--- src/rtl/clock_gate_ctrl_pkg.sv ---
// Shared types and constants for the clock-gate enable controller.
package clock_gate_ctrl_pkg;

    // Controller states; encoding 2'b11 is unused and recovers to RUN.
    typedef enum logic [1:0] {
        RUN   = 2'd0,
        GATED = 2'd1,
        WAKE  = 2'd2
    } cgc_state_t;

    localparam int                  GATE_COUNT_W   = 16;
    localparam logic [GATE_COUNT_W-1:0] GATE_COUNT_MAX = 16'hFFFF;

    // Saturating increment for the gating-event counter.
    function automatic logic [GATE_COUNT_W-1:0] sat_inc(input logic [GATE_COUNT_W-1:0] value);
        if (value == GATE_COUNT_MAX) begin
            return value;
        end
        return value + 16'd1;
    endfunction

endpackage

--- src/rtl/clock_gate_ctrl_timer.sv ---
// 16-bit loadable down-counter shared by the idle-hysteresis and wake phases.
// Decrementing stops at zero so a stray decrement request cannot wrap.
module clock_gate_ctrl_timer #(
    parameter logic [15:0] RESET_VAL = 16'd0
) (
    input  logic        clk,
    input  logic        rst_n,
    input  logic        load,
    input  logic [15:0] load_val,
    input  logic        dec,
    output logic        zero
);

    logic [15:0] count;

    // Load has priority over decrement; reset restores the idle reload value.
    always_ff @(posedge clk or negedge rst_n) begin
        if (!rst_n) begin
            count <= RESET_VAL;
        end else if (load) begin
            count <= load_val;
        end else if (dec && (count != 16'd0)) begin
            count <= count - 16'd1;
        end
    end

    assign zero = (count == 16'd0);

endmodule

--- src/rtl/clock_gate_ctrl.sv ---
// Enable-side controller for a clock gate cell: applies idle hysteresis before
// dropping clken, and runs a wake handshake that acknowledges requestors once
// the gated clock has been running for WAKE_CYCLES cycles.
module clock_gate_ctrl
    import clock_gate_ctrl_pkg::*;
#(
    parameter int IDLE_CYCLES = 16,
    parameter int WAKE_CYCLES = 2
) (
    input  logic        clk,
    input  logic        rst_n,
    input  logic        busy,
    input  logic        wake_req,
    input  logic        force_on,
    output logic        clken,
    output logic        wake_ack,
    output logic        gated,
    output logic [15:0] gate_count
);

    // Reject out-of-range hysteresis or wake delays at elaboration.
    if (IDLE_CYCLES < 1 || IDLE_CYCLES > 65535) begin : g_bad_idle
        $error("clock_gate_ctrl: IDLE_CYCLES must be in 1..65535");
    end
    if (WAKE_CYCLES < 1 || WAKE_CYCLES > 65535) begin : g_bad_wake
        $error("clock_gate_ctrl: WAKE_CYCLES must be in 1..65535");
    end

    localparam logic [15:0] IDLE_RELOAD = 16'(IDLE_CYCLES - 1);
    localparam logic [15:0] WAKE_RELOAD = 16'(WAKE_CYCLES - 1);

    cgc_state_t        state;
    cgc_state_t        state_next;
    logic              clken_next;
    logic              gated_next;
    logic              wake_ack_next;
    logic [15:0]       gate_count_next;
    logic              timer_load;
    logic [15:0]       timer_load_val;
    logic              timer_dec;
    logic              timer_zero;
    logic              idle;

    // Any activity, wake request or override keeps the domain awake.
    assign idle = !busy && !wake_req && !force_on;

    clock_gate_ctrl_timer #(
        .RESET_VAL (IDLE_RELOAD)
    ) u_timer (
        .clk      (clk),
        .rst_n    (rst_n),
        .load     (timer_load),
        .load_val (timer_load_val),
        .dec      (timer_dec),
        .zero     (timer_zero)
    );

    // Next-state, next-output and timer control; all outputs are registered
    // so clken never has a combinational path from the inputs.
    always_comb begin
        state_next      = state;
        clken_next      = 1'b1;
        gated_next      = 1'b0;
        wake_ack_next   = 1'b0;
        gate_count_next = gate_count;
        timer_load      = 1'b0;
        timer_load_val  = IDLE_RELOAD;
        timer_dec       = 1'b0;

        case (state)
            RUN: begin
                if (!idle) begin
                    // Activity wins over an expiring timer; a request seen
                    // while the clock is already running is acked next cycle.
                    timer_load    = 1'b1;
                    wake_ack_next = wake_req;
                end else if (timer_zero) begin
                    state_next      = GATED;
                    clken_next      = 1'b0;
                    gated_next      = 1'b1;
                    gate_count_next = sat_inc(gate_count);
                end else begin
                    timer_dec = 1'b1;
                end
            end

            GATED: begin
                if (!idle) begin
                    // Re-enable the clock at this edge and start the wake delay.
                    state_next     = WAKE;
                    timer_load     = 1'b1;
                    timer_load_val = WAKE_RELOAD;
                end else begin
                    clken_next = 1'b0;
                    gated_next = 1'b1;
                end
            end

            WAKE: begin
                // Inputs are ignored until the clock has run long enough; the
                // ack is issued whatever caused the wake.
                if (timer_zero) begin
                    state_next    = RUN;
                    wake_ack_next = 1'b1;
                    timer_load    = 1'b1;
                end else begin
                    timer_dec = 1'b1;
                end
            end

            default: begin
                // Unused encoding: recover to RUN with the clock enabled.
                state_next = RUN;
                timer_load = 1'b1;
            end
        endcase
    end

    // State and output registers; reset leaves the clock enabled.
    always_ff @(posedge clk or negedge rst_n) begin
        if (!rst_n) begin
            state      <= RUN;
            clken      <= 1'b1;
            gated      <= 1'b0;
            wake_ack   <= 1'b0;
            gate_count <= '0;
        end else begin
            state      <= state_next;
            clken      <= clken_next;
            gated      <= gated_next;
            wake_ack   <= wake_ack_next;
            gate_count <= gate_count_next;
        end
    end

endmodule

--- config.mk ---
export PLATFORM = sky130hd
export DESIGN_NAME = clock_gate_ctrl
export DESIGN_NICKNAME = d
export VERILOG_FILES = /design/src/rtl/clock_gate_ctrl_pkg.sv /design/src/rtl/clock_gate_ctrl_timer.sv /design/src/rtl/clock_gate_ctrl.sv
export SDC_FILE = /design/constraint.sdc
export NUM_CORES = 1
export LEC_CHECK = 0
export ABC_AREA = 0
export BUFFER_PORTS_ARGS = -buffer_cell sky130_fd_sc_hd__buf_4
export CORE_MARGIN = 1.5
export CORE_UTILIZATION = 25
export DETAILED_ROUTE_END_ITERATION = 8
export PLACE_DENSITY = 0.4
export RECOVER_POWER = 25
export SLEW_MARGIN = 5
export SYNTH_ARGS = -nofsm -noshare
export SYNTH_HDL_FRONTEND = slang
export SYNTH_SLANG_ARGS = --single-unit
--- constraint.sdc ---
create_clock -name clk -period 2.75 [get_ports clk]
set_input_delay 0.825 -clock clk [delete_from_list [all_inputs] [get_ports clk]]
set_output_delay 0.825 -clock clk [all_outputs]
set_load 0.05 [all_outputs]
==> flow_summary.yaml, run 1 <==
run_status:
  run_status: "finished clean"
sta:
  finalCritPeriodShare_pct: 85.5
  fin_crit_ns: 2.35
  slew_headroom_pct: 37.8
  final.setup.tns_ns: 0
  clock_skew_ns: 0.00582
  finalHoldViolCount: 0
  worst_slew_pin_slew_ns: 0.932
  fmax_ghz: 0.425
  setup_viol: 0
  finalMaxSlewViolations: 0
  rsz0062_at_grt: "no"
routing:
  initialDrtViolationCount: 30
  ant_nets: 0
  drt_wl_total_microns: 4530
  drc: 0
  dr.pass1.iters: 4
  via_count: 1520
  viasPerCell: 4.54
  wl_per_cell_microns: 13.5
clock_network:
  clk-insertion-delay-late_ns: 0.29
  clock_path_buffers: 2
  ctsResizeCount: 0
  cts_max_level: 2
  post_cts_buffers: 0
  ctsHoldBuffers: 0
  clkTransAtPathRegs_ns: 0.08
  root_buffer: "clkbuf_8"
  cts_tree: "yes"
  cts_buffers: 5
  cts_sinks: 37
synth:
  synth_edf_count: 0
  synth_nets: 212
  synth_top_area_share_pct: 41.0
  synthFlopType: "dfrtp_1"
  synthCells: 204
  synthTopCellsByArea: "dfrtp_1 41%, dfstp_2 6.7%, xnor2_1 5.8%"
  ys_seq_area_share_pct: 47.8
  async_flop_share_pct: 100
  ys_seq_elements: 37
  synthDistinctLibCells: 42
  synth_top_area_cell: "dfrtp_1"
  yosys_warnings: 0
  avgSynthCellArea_sq_um: 9.57
  netlist_area_sq_um: 1950
floorplan:
  core_sq_um: 7650
  dieArea_sq_um: 8350
  die_w_microns: 91.4
  die_h_microns: 91.4
  core.rowCount: 32
  ioPinCount: 24
  start_util_pct: 25.5
setup_path:
  cp-end-kind: "flip-flop"
  critPathTopFamily: "simple AND/OR/NAND/NOR gates"
  required_ns: 2.97
  cp.depth: 7
  r2r_cells: 7
  start_kind: "flip-flop"
  path_buf_inv: 1
  crit_slowest_cell: "or4b_4"
  cp.arrival_ns: 2.57
  crit_fanout: 7
  critPathKind: "reg -> reg"
  cpPeakStageDelay_ns: 0.57
  path_cells: "inv_1 > ha_1 > nor4b_4 > nand4_1 > or4b_4 > nor4_1 > xor2_1"
grt:
  grt_pass1_vias: 1536
  grt_overflow: 0
  antenna_found_initial: 0
  grt_pass1_wl_microns: 7910
  grt_max_degree: 38
  grt_use_total_pct: 12.0
layout:
  layout.nets: 240
  drive_above_1_share_pct: 21.0
  mostFrequentLayoutCells: "32 x dfrtp_1, 27 x buf_4, 26 x nor2_1"
  n_fill_cell: 809
  final_common_cell: "dfrtp_1"
  antenna_cells: 0
  syn2layout_area_growth_pct: 20.6
  fin_cells: 335
placement:
  io_buffers: 23
  gp_congestion: 0.729
  hpwl_microns: 3250
  dp_cells: 327
power:
  peakVddDrop_v: 0.000150
  powerDensity_nw_per_um2: 640
  p_leak_uw: 0.00102
job:
  cap_violations: 0
min_path:
  hold_path.class: "reg -> reg"
  min_path_cells: 1
[state kept, by name, indices dropped and copies added, names as in the netlist]
signal,flops
gate_count,16
u_timer.count,16
state,2
clken,1
gated,1
wake_ack,1
[cells by family (layout without fill, tap and decap cells)]
kind of cell,Yosys count,after routing,share of synthesized area [%]
XOR/XNOR,24,24,10.8
adder cells (fa/ha/maj),3,3,1.92
AO/OA/AOI/OAI,28,28,9.17
buffers and inverters,15,44,3.01
flip-flops,37,37,47.8
multiplexers,1,1,0.577
AND/OR/NAND/NOR,96,96,26.8
[worst paths after layout]
kind                       slack, ns                 to              from
max in group asynchronous       1.50     gate_count[15]             rst_n
hold reg to reg                 0.51     gate_count[10]    gate_count[10]
setup / recovery                0.40     gate_count[15]  u_timer.count[0]
setup reg to reg                0.40     gate_count[15]  u_timer.count[0]
min in group asynchronous       0.66  u_timer.count[12]             rst_n
hold / removal                  0.51     gate_count[10]    gate_count[10]
[report_power, final]
group | total [uW] | internal [uW] | switching [uW]
logic | 378 | 164 | 214
registers | 721 | 625 | 95.7
clock network | 409 | 203 | 205
total | 1510 | 993 | 515
[final cells by class]
class	instances	area, sq um	share of cell area, %
Clock buffer	6	82.6	3.51
Clock inverter	2	13.8	0.584
Sequential cell	37	932	39.6
Multi-Input combinational cell	152	961	40.8
Tap cell	102	128	5.42
Timing Repair Buffer	28	208	8.82
Inverter	8	30.0	1.28
[metrics by stage]
stage | total power [uW] | setup WS (ns) | area [sq um] | utilization (%) | hold slack [ns]
after floorplan | 992 | 0.357 | 1950 | - | 0.514
after CTS | 1530 | 0.388 | 2360 | 30.8 | 0.506
after detailed placement | 1110 | 0.167 | 2260 | 29.6 | 0.500
after global placement | 1120 | 0.223 | 2260 | 29.6 | 0.503
final | 1510 | 0.399 | 2350 | 30.8 | 0.506
after global routing | 1610 | 0.191 | 2350 | 30.8 | 0.530
[routing by layer]
layer	vias up	global-route usage (%)	wire length, microns
li1	782	-	-
met5	-	0	0
met3	6	2.76	112
met4	0	3.91	68
met1	716	17.1	2360
met2	16	17.7	1990
[cells in the mapped netlist (3+ instances only)]
cell / n
nand3_1: 5
xor2_1: 11
o21ai_0: 5
nand4_1: 9
inv_1: 8
nor2_1: 26
xnor2_1: 13
nor4_1: 8
dfstp_2: 5
clkbuf_1: 5
a21oi_1: 8
o211ai_1: 4
nor3_1: 9
nand2_1: 18
dfrtp_1: 32
ha_1: 3
Power figures use the tool's default switching activity.
==> inputs of run 2 (changes only) <==
--- a/config.mk
+++ b/config.mk
@@ -8,9 +8,9 @@
 export ABC_AREA = 0
 export BUFFER_PORTS_ARGS = -buffer_cell sky130_fd_sc_hd__buf_4
 export CORE_MARGIN = 1.5
-export CORE_UTILIZATION = 25
+export CORE_UTILIZATION = 50
 export DETAILED_ROUTE_END_ITERATION = 8
-export PLACE_DENSITY = 0.4
+export PLACE_DENSITY = 0.69
 export RECOVER_POWER = 25
 export SLEW_MARGIN = 5
 export SYNTH_ARGS = -nofsm -noshare
==> run 2 against run 1 <==
- the run now ends with capacitance limit, slew limit left
- die area fell by 49%
- global-route usage rose by 11 points
- via count rose by 5.9%
- design area fell by 2.9%
- final cell count fell by 17%
- non-clock buffer count fell by 1
- clock-buffer cell count fell by 1
- critical endpoint unchanged
- highest routed layer unchanged
==> flow_summary.yaml, run 2 (synthesized netlist as in run 1, its figures left out) <==
placement:
  dp_cells: 272
  gp_congestion: 0.866
  placed_cell_area_sq_um: 2190
  hpwl_microns: 2950
  io_buffers: 23
grt:
  grt-busiest-layer: "met2"
  grt_pass1_wl_microns: 7440
  grt_use_met2_pct: 33.9
  grt_pass1_vias: 1597
  antenna_found_initial: 0
  grt_overflow: 0
  use_met3_pct: 4.28
  use_met1_pct: 31.7
  grt_max_degree: 38
  grt_use_total_pct: 22.5
sta:
  rsz0062_at_grt: "no"
  hold-worst-slack_ns: 0.498
  slew_headroom_pct: -28.6
  clock_skew_ns: 0.00896
  setup_viol: 0
  finalCritPeriodShare_pct: 83.5
  fin_crit_ns: 2.30
  finalHoldViolCount: 0
  finalMaxSlewViolations: 38
  final.setup.tns_ns: 0
  fmax_ghz: 0.436
  worst_slew_pin_slew_ns: 1.93
setup_path:
  crit_slowest_cell: "or4b_4"
  cp.arrival_ns: 2.51
  required_ns: 2.96
  crit_fanout: 7
  r2r-start: "u_timer.count[0]"
  path_cells: "inv_1 > ha_1 > nor4b_4 > nand4_1 > or4b_4 > nor4_1 > xor2_1"
  crit_start: "u_timer.count[0]"
  cpPeakStageDelay_ns: 0.57
  r2r_slack_ns: 0.45
  critPathKind: "reg -> reg"
  cp-end-kind: "flip-flop"
  start_kind: "flip-flop"
clock_network:
  ctsResizeCount: 0
  cts_max_level: 2
  post_cts_buffers: 0
  root_buffer: "clkbuf_8"
  cts_buffers: 5
  cts_sinks: 37
  clock_path_buffers: 2
  clk-insertion-delay-late_ns: 0.29
  ctsHoldBuffers: 0
  clkTransAtPathRegs_ns: 0.08
  cts_tree: "yes"
floorplan:
  core_sq_um: 3720
  die_w_microns: 65.5
  dieArea_sq_um: 4290
  core.rowCount: 22
  start_util_pct: 52.5
  die_h_microns: 65.5
  ioPinCount: 24
power:
  powerDensity_nw_per_um2: 677
  peakVddDrop_v: 0.000347
  finalPower_uw: 1550
  p_leak_uw: 0.00102
run_status:
  run_status: "finished, violations left"
  violations: "capacitance limit, slew limit"
layout:
  layout.nets: 239
  reg.largest.list: "gate_count (16), u_timer.count (16), state (2)"
  final_area_sq_um: 2290
  syn2layout_area_growth_pct: 17.1
  drive_above_1_share_pct: 19.9
  mostFrequentLayoutCells: "32 x dfrtp_1, 26 x nor2_1, 26 x buf_4"
  final_common_cell: "dfrtp_1"
  n_fill_cell: 314
  fin_cells: 279
  antenna_cells: 0
routing:
  initialDrtViolationCount: 148
  drc: 0
  viasPerCell: 5.77
  ant_nets: 0
  dr.pass1.iters: 4
  drt_wl_total_microns: 4130
  via_count: 1610
  wl_per_cell_microns: 14.8
job:
  cap_violations: 1
min_path:
  worstHoldStart: "gate_count[10]"
  hold_path.class: "reg -> reg"
-- run 2: cell types whose count changed in the layout (fill, tap and decap cells not counted) --
cell	previous run	this run
clkbuf_2	1	0
bufinv_16	0	1
clkbuf_8	6	5
clkbuf_1	0	1
clkinv_4	1	0
buf_4	27	26
-- run 2: cell type report --
class | count | area (sq um) | area share (%)
clock buffer | 5 | 68.8 | 3.01
inverter | 8 | 30.0 | 1.31
timing repair buffer | 27 | 199 | 8.70
multi-input combinational | 152 | 961 | 42.0
clock inverter | 2 | 35.0 | 1.53
sequential | 37 | 932 | 40.8
tap | 48 | 60.1 | 2.63
-- run 2: layer usage --
| metal | up-vias | wire (microns) | share of wire, % |
|---|---|---|---|
| met2 | 38 | 1960 | 47 |
| met4 | 0 | 68 | 1.6 |
| li1 | 783 | - | - |
| met1 | 782 | 1930 | 47 |
| met3 | 7 | 177 | 4.3 |
| met5 | - | 0 | 0 |
-- run 2: critical path: cells and delay by family (launching register included) --
kind | cells | cell delay [ns]
XOR/XNOR | 1 | 0.17
adder cells (fa/ha/maj) | 1 | 0.16
buffers and inverters | 1 | 0.09
flip-flops | 1 | 0.39
AND/OR/NAND/NOR | 4 | 1.42
-- run 2: final timing paths --
path	endpoint	cells after the start
max in group asynchronous	u_timer.count[6]	1
min in group asynchronous	state[1]	1
hold / removal	gate_count[10]	1
setup reg to reg	gate_count[15]	7
hold reg to reg	gate_count[10]	1
setup / recovery	gate_count[15]	7
-- run 2: stage by stage --
stage | util (%) | setup WS, ns
floorplan | - | 0.357
global placement | 58.8 | 0.297
detailed placement | 58.8 | 0.269
CTS | 61.6 | 0.463
global route | 61.5 | 0.143
finish | 61.5 | 0.454
-- run 2: power breakdown --
| part | switching [uW] | total, uW | leakage (uW) | internal, uW |
|---|---|---|---|---|
| registers | 94.1 | 720 | 0.000485 | 626 |
| clock network | 187 | 451 | 0.0000540 | 263 |
| logic | 217 | 378 | 0.000481 | 160 |
